===== src/rtl/cpu_pkg.sv =====
// Shared CPU definitions: the fetch FSM state encoding and the datapath widths used by
// the fetch unit.
package cpu_pkg;

  localparam int MEM_ADDR_W = 9;
  localparam int WORD_W     = 32;
  localparam int OPCODE_MSB = 31;
  localparam int OPCODE_LSB = 27;

  localparam logic [3:0] FETCH_TIMEOUT_MAX = 4'd15;

  typedef enum logic [1:0] {
    FETCH_IDLE = 2'd0,
    FETCH_ADDR = 2'd1,
    FETCH_WAIT = 2'd2,
    FETCH_DONE = 2'd3
  } fetch_state_t;

endpackage


===== src/rtl/pc_reg.sv =====
// Program counter: a 32-bit register with parallel load and increment.
// When load and inc are both set, load wins. Increment wraps modulo 2^32.
module pc_reg
  import cpu_pkg::*;
(
  input  logic              Clock,
  input  logic              Reset,
  input  logic              load,
  input  logic [WORD_W-1:0] load_value,
  input  logic              inc,
  output logic [WORD_W-1:0] pc
);

  logic [WORD_W-1:0] pc_r;

  // PC state: asynchronous clear, then load takes priority over increment
  always_ff @(posedge Clock or posedge Reset) begin
    if (Reset) begin
      pc_r <= 32'd0;
    end else if (load) begin
      pc_r <= load_value;
    end else if (inc) begin
      pc_r <= pc_r + 32'd1;
    end else begin
      pc_r <= pc_r;
    end
  end

  assign pc = pc_r;

endmodule


===== src/rtl/instr_fetch.sv =====
// Instruction fetch unit: an IDLE/ADDR/WAIT/DONE FSM that reads one word from RAM into IR.
// Define FETCH_TIMEOUT_EN to abort a stalled read after FETCH_TIMEOUT_MAX wait cycles.
module instr_fetch
  import cpu_pkg::*;
(
  input  logic                  Clock,
  input  logic                  Reset,
  input  logic                  fetch_req,
  input  logic                  Stop,
  input  logic                  pc_load,
  input  logic [WORD_W-1:0]     pc_load_value,
  input  logic [WORD_W-1:0]     mem_rdata,
  input  logic                  mem_ready,
  output logic [MEM_ADDR_W-1:0] mem_addr,
  output logic                  mem_read,
  output logic [WORD_W-1:0]     IR,
  output logic                  ir_valid,
  output logic [WORD_W-1:0]     PC,
  output logic                  fetch_busy,
  output logic                  fetch_err
);

  fetch_state_t          state_r;
  fetch_state_t          next_state_s;
  logic                  pc_ld_s;
  logic                  pc_inc_s;
  logic                  addr_ld_s;
  logic                  ir_ld_s;
  logic                  timeout_s;
  logic [WORD_W-1:0]     pc_s;
  logic [MEM_ADDR_W-1:0] mem_addr_r;
  logic [WORD_W-1:0]     ir_r;
  logic                  mem_read_r;
  logic                  ir_valid_r;
  logic                  fetch_busy_r;

  pc_reg u_pc_reg (
    .Clock      (Clock),
    .Reset      (Reset),
    .load       (pc_ld_s),
    .load_value (pc_load_value),
    .inc        (pc_inc_s),
    .pc         (pc_s)
  );

  // FSM state register
  always_ff @(posedge Clock or posedge Reset) begin
    if (Reset) begin
      state_r <= FETCH_IDLE;
    end else begin
      state_r <= next_state_s;
    end
  end

  // FSM next-state logic; pc_load in IDLE blocks a fetch start in the same cycle
  always_comb begin
    next_state_s = state_r;
    case (state_r)
      FETCH_IDLE: begin
        if (!pc_load && fetch_req && !Stop) begin
          next_state_s = FETCH_ADDR;
        end else begin
          next_state_s = FETCH_IDLE;
        end
      end
      FETCH_ADDR: next_state_s = FETCH_WAIT;
      FETCH_WAIT: begin
        if (mem_ready) begin
          next_state_s = FETCH_DONE;
        end else if (timeout_s) begin
          next_state_s = FETCH_IDLE;
        end else begin
          next_state_s = FETCH_WAIT;
        end
      end
      FETCH_DONE: next_state_s = FETCH_IDLE;
      default:    next_state_s = FETCH_IDLE;
    endcase
  end

  // FSM output logic: datapath strobes for PC, address latch and IR
  always_comb begin
    pc_ld_s   = 1'b0;
    pc_inc_s  = 1'b0;
    addr_ld_s = 1'b0;
    ir_ld_s   = 1'b0;
    case (state_r)
      FETCH_IDLE: begin
        if (pc_load) begin
          pc_ld_s = 1'b1;
        end else if (fetch_req && !Stop) begin
          addr_ld_s = 1'b1;
        end else begin
          pc_ld_s   = 1'b0;
          addr_ld_s = 1'b0;
        end
      end
      FETCH_WAIT: begin
        if (mem_ready) begin
          ir_ld_s  = 1'b1;
          pc_inc_s = 1'b1;
        end else begin
          ir_ld_s  = 1'b0;
          pc_inc_s = 1'b0;
        end
      end
      default: begin
        pc_ld_s   = 1'b0;
        pc_inc_s  = 1'b0;
        addr_ld_s = 1'b0;
        ir_ld_s   = 1'b0;
      end
    endcase
  end

  // Registered outputs; ir_valid follows DONE by one edge, so it never overlaps a RAM read
  always_ff @(posedge Clock or posedge Reset) begin
    if (Reset) begin
      mem_addr_r   <= 9'd0;
      ir_r         <= 32'd0;
      mem_read_r   <= 1'b0;
      ir_valid_r   <= 1'b0;
      fetch_busy_r <= 1'b0;
    end else begin
      mem_read_r   <= (next_state_s == FETCH_ADDR) || (next_state_s == FETCH_WAIT);
      ir_valid_r   <= (state_r == FETCH_DONE);
      fetch_busy_r <= (next_state_s != FETCH_IDLE);
      if (addr_ld_s) begin
        mem_addr_r <= pc_s[MEM_ADDR_W-1:0];
      end else begin
        mem_addr_r <= mem_addr_r;
      end
      if (ir_ld_s) begin
        ir_r <= mem_rdata;
      end else begin
        ir_r <= ir_r;
      end
    end
  end

`ifdef FETCH_TIMEOUT_EN
  logic [3:0] tmo_cnt_r;
  logic       fetch_err_r;

  // Abort on the stalled wait cycle that brings the count up to FETCH_TIMEOUT_MAX
  assign timeout_s = (state_r == FETCH_WAIT) && !mem_ready &&
                     (tmo_cnt_r == (FETCH_TIMEOUT_MAX - 4'd1));

  // Wait-cycle counter (cleared on the way into WAIT) and sticky error flag
  always_ff @(posedge Clock or posedge Reset) begin
    if (Reset) begin
      tmo_cnt_r   <= 4'd0;
      fetch_err_r <= 1'b0;
    end else begin
      if (state_r == FETCH_ADDR) begin
        tmo_cnt_r <= 4'd0;
      end else if ((state_r == FETCH_WAIT) && !mem_ready) begin
        tmo_cnt_r <= tmo_cnt_r + 4'd1;
      end else begin
        tmo_cnt_r <= tmo_cnt_r;
      end
      if (timeout_s) begin
        fetch_err_r <= 1'b1;
      end else begin
        fetch_err_r <= fetch_err_r;
      end
    end
  end

  assign fetch_err = fetch_err_r;
`else
  assign timeout_s = 1'b0;
  assign fetch_err = 1'b0;
`endif

  assign mem_addr   = mem_addr_r;
  assign mem_read   = mem_read_r;
  assign IR         = ir_r;
  assign ir_valid   = ir_valid_r;
  assign PC         = pc_s;
  assign fetch_busy = fetch_busy_r;

endmodule


===== config.mk =====
export PLATFORM = sky130hd
export DESIGN_NAME = instr_fetch
export DESIGN_NICKNAME = d
export VERILOG_FILES = /design/src/rtl/cpu_pkg.sv /design/src/rtl/pc_reg.sv /design/src/rtl/instr_fetch.sv
export SDC_FILE = /design/constraint.sdc
export NUM_CORES = 1
export LEC_CHECK = 0
export CAP_MARGIN = 20
export CORE_MARGIN = 5
export CORE_UTILIZATION = 39
export CTS_CLUSTER_SIZE = 14
export DETAILED_ROUTE_END_ITERATION = 7
export GPL_TIMING_DRIVEN = 0
export PLACE_DENSITY = 0.75
export SLEW_MARGIN = 20
export SYNTH_ARGS = -nofsm -noshare
export SYNTH_HDL_FRONTEND = slang
export SYNTH_HIERARCHICAL = 1
export SYNTH_SLANG_ARGS = --single-unit

===== constraint.sdc =====
create_clock -name Clock -period 2.4 [get_ports Clock]
set_input_delay 0.36 -clock Clock [delete_from_list [all_inputs] [get_ports Clock]]
set_output_delay 0.36 -clock Clock [all_outputs]
set_load 0.1 [all_outputs]

-- Word-level counts from Yosys, hierarchy flattened
Index checks and enable logic that the tools add are counted.
- bits in read-only memories: 0
- logic and storage cells: 34
- memories kept: 0
- bits in registers: 78
- input port bits: 70
- memory bits (writable): 0
- bits in latches: 0
- divide/modulo/power cells: 0
- mux-type cells: 12
- add/subtract/negate cells: 1
- reduce and logical (&&, ||, !) cells: 9
- shifts and indexed selects: 0
- bitwise operators: 0
- magnitude comparators: 0
- $mul: 0
- equal/unequal tests: 5
- operators by type and width (cell ; number):
    $mux W32 ; 2
    $add A32 B1 Y32 const B ; 1
    $mux W1 ; 9
    $pmux W2 S4 ; 1
    $eq A2 B2 Y1 const B ; 3
    $eq A2 B1 Y1 const B ; 2
    $reduce_bool A2 Y1 ; 2
    $logic_and A1 B1 Y1 ; 3
    $logic_not A1 Y1 ; 2
    $logic_not A2 Y1 ; 1
    $logic_or A1 B1 Y1 ; 1

-- Longest topological paths before layout
Gate-level depths: netlist of run 1.
- depth in word-level cells: 7
- gate-level depth with buffers: 11
- depth with buffers taken out: 8

-- By module
The synthesis of run 1 kept the hierarchy.
- modules (own cells, without submodules) (module ; area an instance (µm²) ; cells each ; instances):
    pc_reg ; 1871.8 ; 212 ; 1
    instr_fetch ; 1824.2 ; 108 ; 1

-- Worst setup path before layout of run 1
OpenSTA, ideal clock, no wires.
- path kind: reg-to-reg
- from: register u_pc_reg.pc_r[0], in the netlist u_pc_reg/pc[0]
- to: register u_pc_reg.pc_r[20], in the netlist u_pc_reg/pc[20]
- path slack: -501 ps
- arrival time: 2819 ps
- clock period less this slack: 2901 ps
- buffers on the path: 1
- cell stages (with the launch flop): 7
- cell sequence: dfrtp_1 -> ha_1 -> nand3_1 -> or4_4 -> buf_6 -> or4_1 -> a31oi_1
- cells in the longest elaborated chain, start to end: 3
- ends and longest elaborated chain (element ; line ; source):
    start, declared ; pc_reg.sv:14 ; logic [WORD_W-1:0] pc_r;
    start signal, assigned ; pc_reg.sv:21 ; pc_r <= load_value;
    start signal, assigned ; pc_reg.sv:23 ; pc_r <= pc_r + 32'd1;
    start signal, assigned ; pc_reg.sv:25 ; pc_r <= pc_r;
    $add A32 B1 Y32 ; pc_reg.sv:23 ;
    $mux W32 ; pc_reg.sv:22 ; end else if (inc) begin
    $mux W32 ; pc_reg.sv:20 ; end else if (load) begin
No other way between the ends. The select of a mux whose other input is x is not followed.
A chain may end at the register's enable or synchronous reset.

-- Worst setup path in the final report of run 1
- from: register u_pc_reg.pc_r[12], in the netlist u_pc_reg/pc[12]
- to: output port PC[12]
- RTL lines (element ; line ; source):
    end, declared ; instr_fetch.sv:18 ; output logic [WORD_W-1:0] PC,
No word-level cell between the ends.

==> results of run 1 <==
-- final timing paths --
kind | startpoint | to | depth (start not counted)
worst max-delay path | u_pc_reg/pc[12] | PC[12] | 1
worst min-delay path | Reset | IR[22] | 2
worst max register to register | state_r[0] | u_pc_reg/pc[21] | 8
worst min register to register | IR[13] | IR[13] | 1
max in group asynchronous | Reset | u_pc_reg/pc[0] | 2
min in group Clock | IR[13] | IR[13] | 1
-- repair_timing --
item                                    in CTS  in global routing
setup buffers                                6                  2
endpoints found under the setup margin      19                 16
pin swaps                                    2                  5
resized for setup                            3                  8
hold buffers                                 0                  0
-- final cells by class --
class                      count  area share [%]
buffer                        13            1.63
clock buffer                  10            2.25
clock inverter                 6            1.54
inverter                      14            1.01
multi-input combinational    211            28.7
sequential                    78            34.9
tap                          129            2.84
timing repair buffer         154            27.1
-- synth_stat cells (5+ instances only) --
master / n / area [um2]
sky130_fd_sc_hd__o31ai_1: 14 / 105
sky130_fd_sc_hd__a31oi_1: 17 / 106
sky130_fd_sc_hd__clkbuf_1: 7 / 26.3
sky130_fd_sc_hd__dfrtp_1: 78 / 1950
sky130_fd_sc_hd__or4_1: 18 / 135
sky130_fd_sc_hd__nor2_1: 18 / 67.6
sky130_fd_sc_hd__o21ai_0: 16 / 80.1
sky130_fd_sc_hd__mux2_2: 33 / 372
sky130_fd_sc_hd__nand3_1: 13 / 65.1
sky130_fd_sc_hd__inv_1: 13 / 48.8
sky130_fd_sc_hd__ha_1: 5 / 62.6
sky130_fd_sc_hd__mux2_4: 8 / 120
sky130_fd_sc_hd__nand2_1: 23 / 86.3
sky130_fd_sc_hd__xnor2_1: 9 / 78.8
-- through the flow --
step / hold WS, ns / cell area (um2) / util, % / TNS [ns]
after floorplan: 0.475 / 3770 / - / -0.531
after global placement: 0.485 / 5380 / 58.2 / -6.98
after detailed placement: 0.492 / 5400 / 58.5 / -7.45
after CTS: 0.436 / 5670 / 61.4 / -0.0322
after global routing: 0.482 / 5670 / 61.4 / 0
final: 0.433 / 5670 / 61.4 / 0
-- logic make-up after synthesis --
kind of cell,after synthesis
xor gates and xnor gates,12
other,1
and+or+nand+nor,100
DFF,78
AOI/OAI and AO/OA,51
muxes,42
buffers and inverters,31
adders and majority gates,5
-- routing by layer --
layer  GRT usage [%]  part of all wire, %  up-vias
met5               0                    0        -
met4            5.86                  1.6        0
met3            2.82                  5.3       14
met2            30.4                   49      112
met1            24.5                   44     1528
li1                -                    -     1485
==> impl_metrics.tcl, run 1 <==
set metrics [dict create \
    grt_first_pass_wirelength_mm 16.8 \
    synth_cell_type_count 39 \
    worstPathBufferInverterCount 1 \
    yosysWarningCount 6 \
    r2r_slack_ns 0.12 \
    synth_compound_area_share_pct 8.77 \
    die_height_um 107 \
    max_clock_freq_ghz 0.428 \
    synth-main-ff-cell "sky130_fd_sc_hd__dfrtp_1" \
    drive_above_1_share_pct 23.0 \
    synth_enable_flop_cells 0 \
    drv_slew 0 \
    vias_per_cell 5.10 \
    criticalPathCategory "reg2out" \
    die_area_um2 11500 \
    endpoint_kind "output port" \
    status "finished clean" \
    timing.critical_path.max_delay_family "buffers and inverters" \
    final_cell_count_without_fillers 615 \
    cp_max_fo 5 \
    required_ns 2.04 \
    final.period_utilization_pct 97.4 \
    tritoncts "yes" \
    final-hold-violation-count 0 \
    root_buffer "sky130_fd_sc_hd__clkbuf_8" \
    worstHoldPathType "in2async" \
    ant_nets 0 \
    grt_usage_pct 18.3 \
    antenna-diode-count 0 \
    gp_congestion 0.795 \
    synth_top_family_by_area "simple AND/OR/NAND/NOR gates" \
    cts_sinks 78 \
    drc_errors 0 \
    fp_rows 35 \
    first_global_vias 3240 \
    async_flop_share_pct 100 \
    start_util_pct 40.0 \
    worst_path_max_delay_cell "sky130_fd_sc_hd__clkdlybuf4s50_1" \
    multi_input_comb_area_um2 1630 \
    synth-seq-cells 78 \
    clock-skew-final_ns 0.00918 \
    synth_adder_area_share_pct 1.69 \
    num_io_pins 147 \
    maxSlewHeadroom_pct 32.4 \
    rsz0062_at_grt "false" \
    ctsLongestPathBuffers 2 \
    drt-wirelength-per-cell_um 17.0 \
    fin_ws_ns 0.0613 \
    clock_network_latency_to_the_later_pin_of_the_worst_skew_pair_ns 0.35 \
    final-seq-area_um2 1980 \
    chipWidth_um 107 \
    synthesis.area_per_instance_um2 11.6 \
    timing.critical_path.cells "clkdlybuf4s50_1" \
    design.final.nets 556 \
    tightestPinTransition_ns 1.01 \
    yosys-mux-area-fraction_pct 13.6 \
    dpl_worst_slack_ns -0.537 \
    place.detailed.instances 595 \
    core_area_um2 9240 \
    drt_first_iter_violations 127 \
    drt_pass1_iterations 4 \
    ys_seq_area_share_pct 52.8 \
    number_of_standard_cells_after_synthesis 320 \
    detailedPlacementHpwl_mm 7.78 \
    antenna_found_initial 0 \
    overflow 0 \
    drv_cap 0 \
    ctsHtreeMaxLevel 3 \
    post_synth_xor_area_fraction_pct 2.84 \
    synthesis.area_um2 3700 \
    finalWorstPathRequiredPeriod_ns 2.34 \
    start_kind "flop" \
    detailroute.via_count 3139 \
    syn-num-nets 395 \
    worst-endpoint-arrival_ns 1.98 \
    path_clk_slew_ns 0.09 \
    most_frequent_standard_cell_in_the_layout_excluding_fill_and_tap_cells "sky130_fd_sc_hd__clkdlybuf4s50_1" \
    critical_path.max_stage_delay_ns 1.18 \
    io_buffers 145 \
    fill_cells 772 \
    synth_simple_gate_area_share_pct 15.4 \
    cts_made_buffers 9 \
    setup_viol 0 \
    most_frequent_cells_in_the_layout "142 x sky130_fd_sc_hd__clkdlybuf4s50_1, 61 x sky130_fd_sc_hd__dfrtp_1, 33 x sky130_fd_sc_hd__mux2_2" \
    finalWirelength_mm 10.4 \
    syn_to_final_growth_pct 53.5 \
    grt_max_degree 33 \
]
Power of run 1 is not shown: default switching activity piles up to over one toggle a cycle in this logic, so the estimate is an artifact.
==> run 2: changes to the inputs <==
Settings changed: HOLD_SLACK_MARGIN from default to 0.05.
==> results of run 2 <==
The final DEF is identical to that of run 1; final timing and power are the same.
Power of run 2 is left out for the same reason.
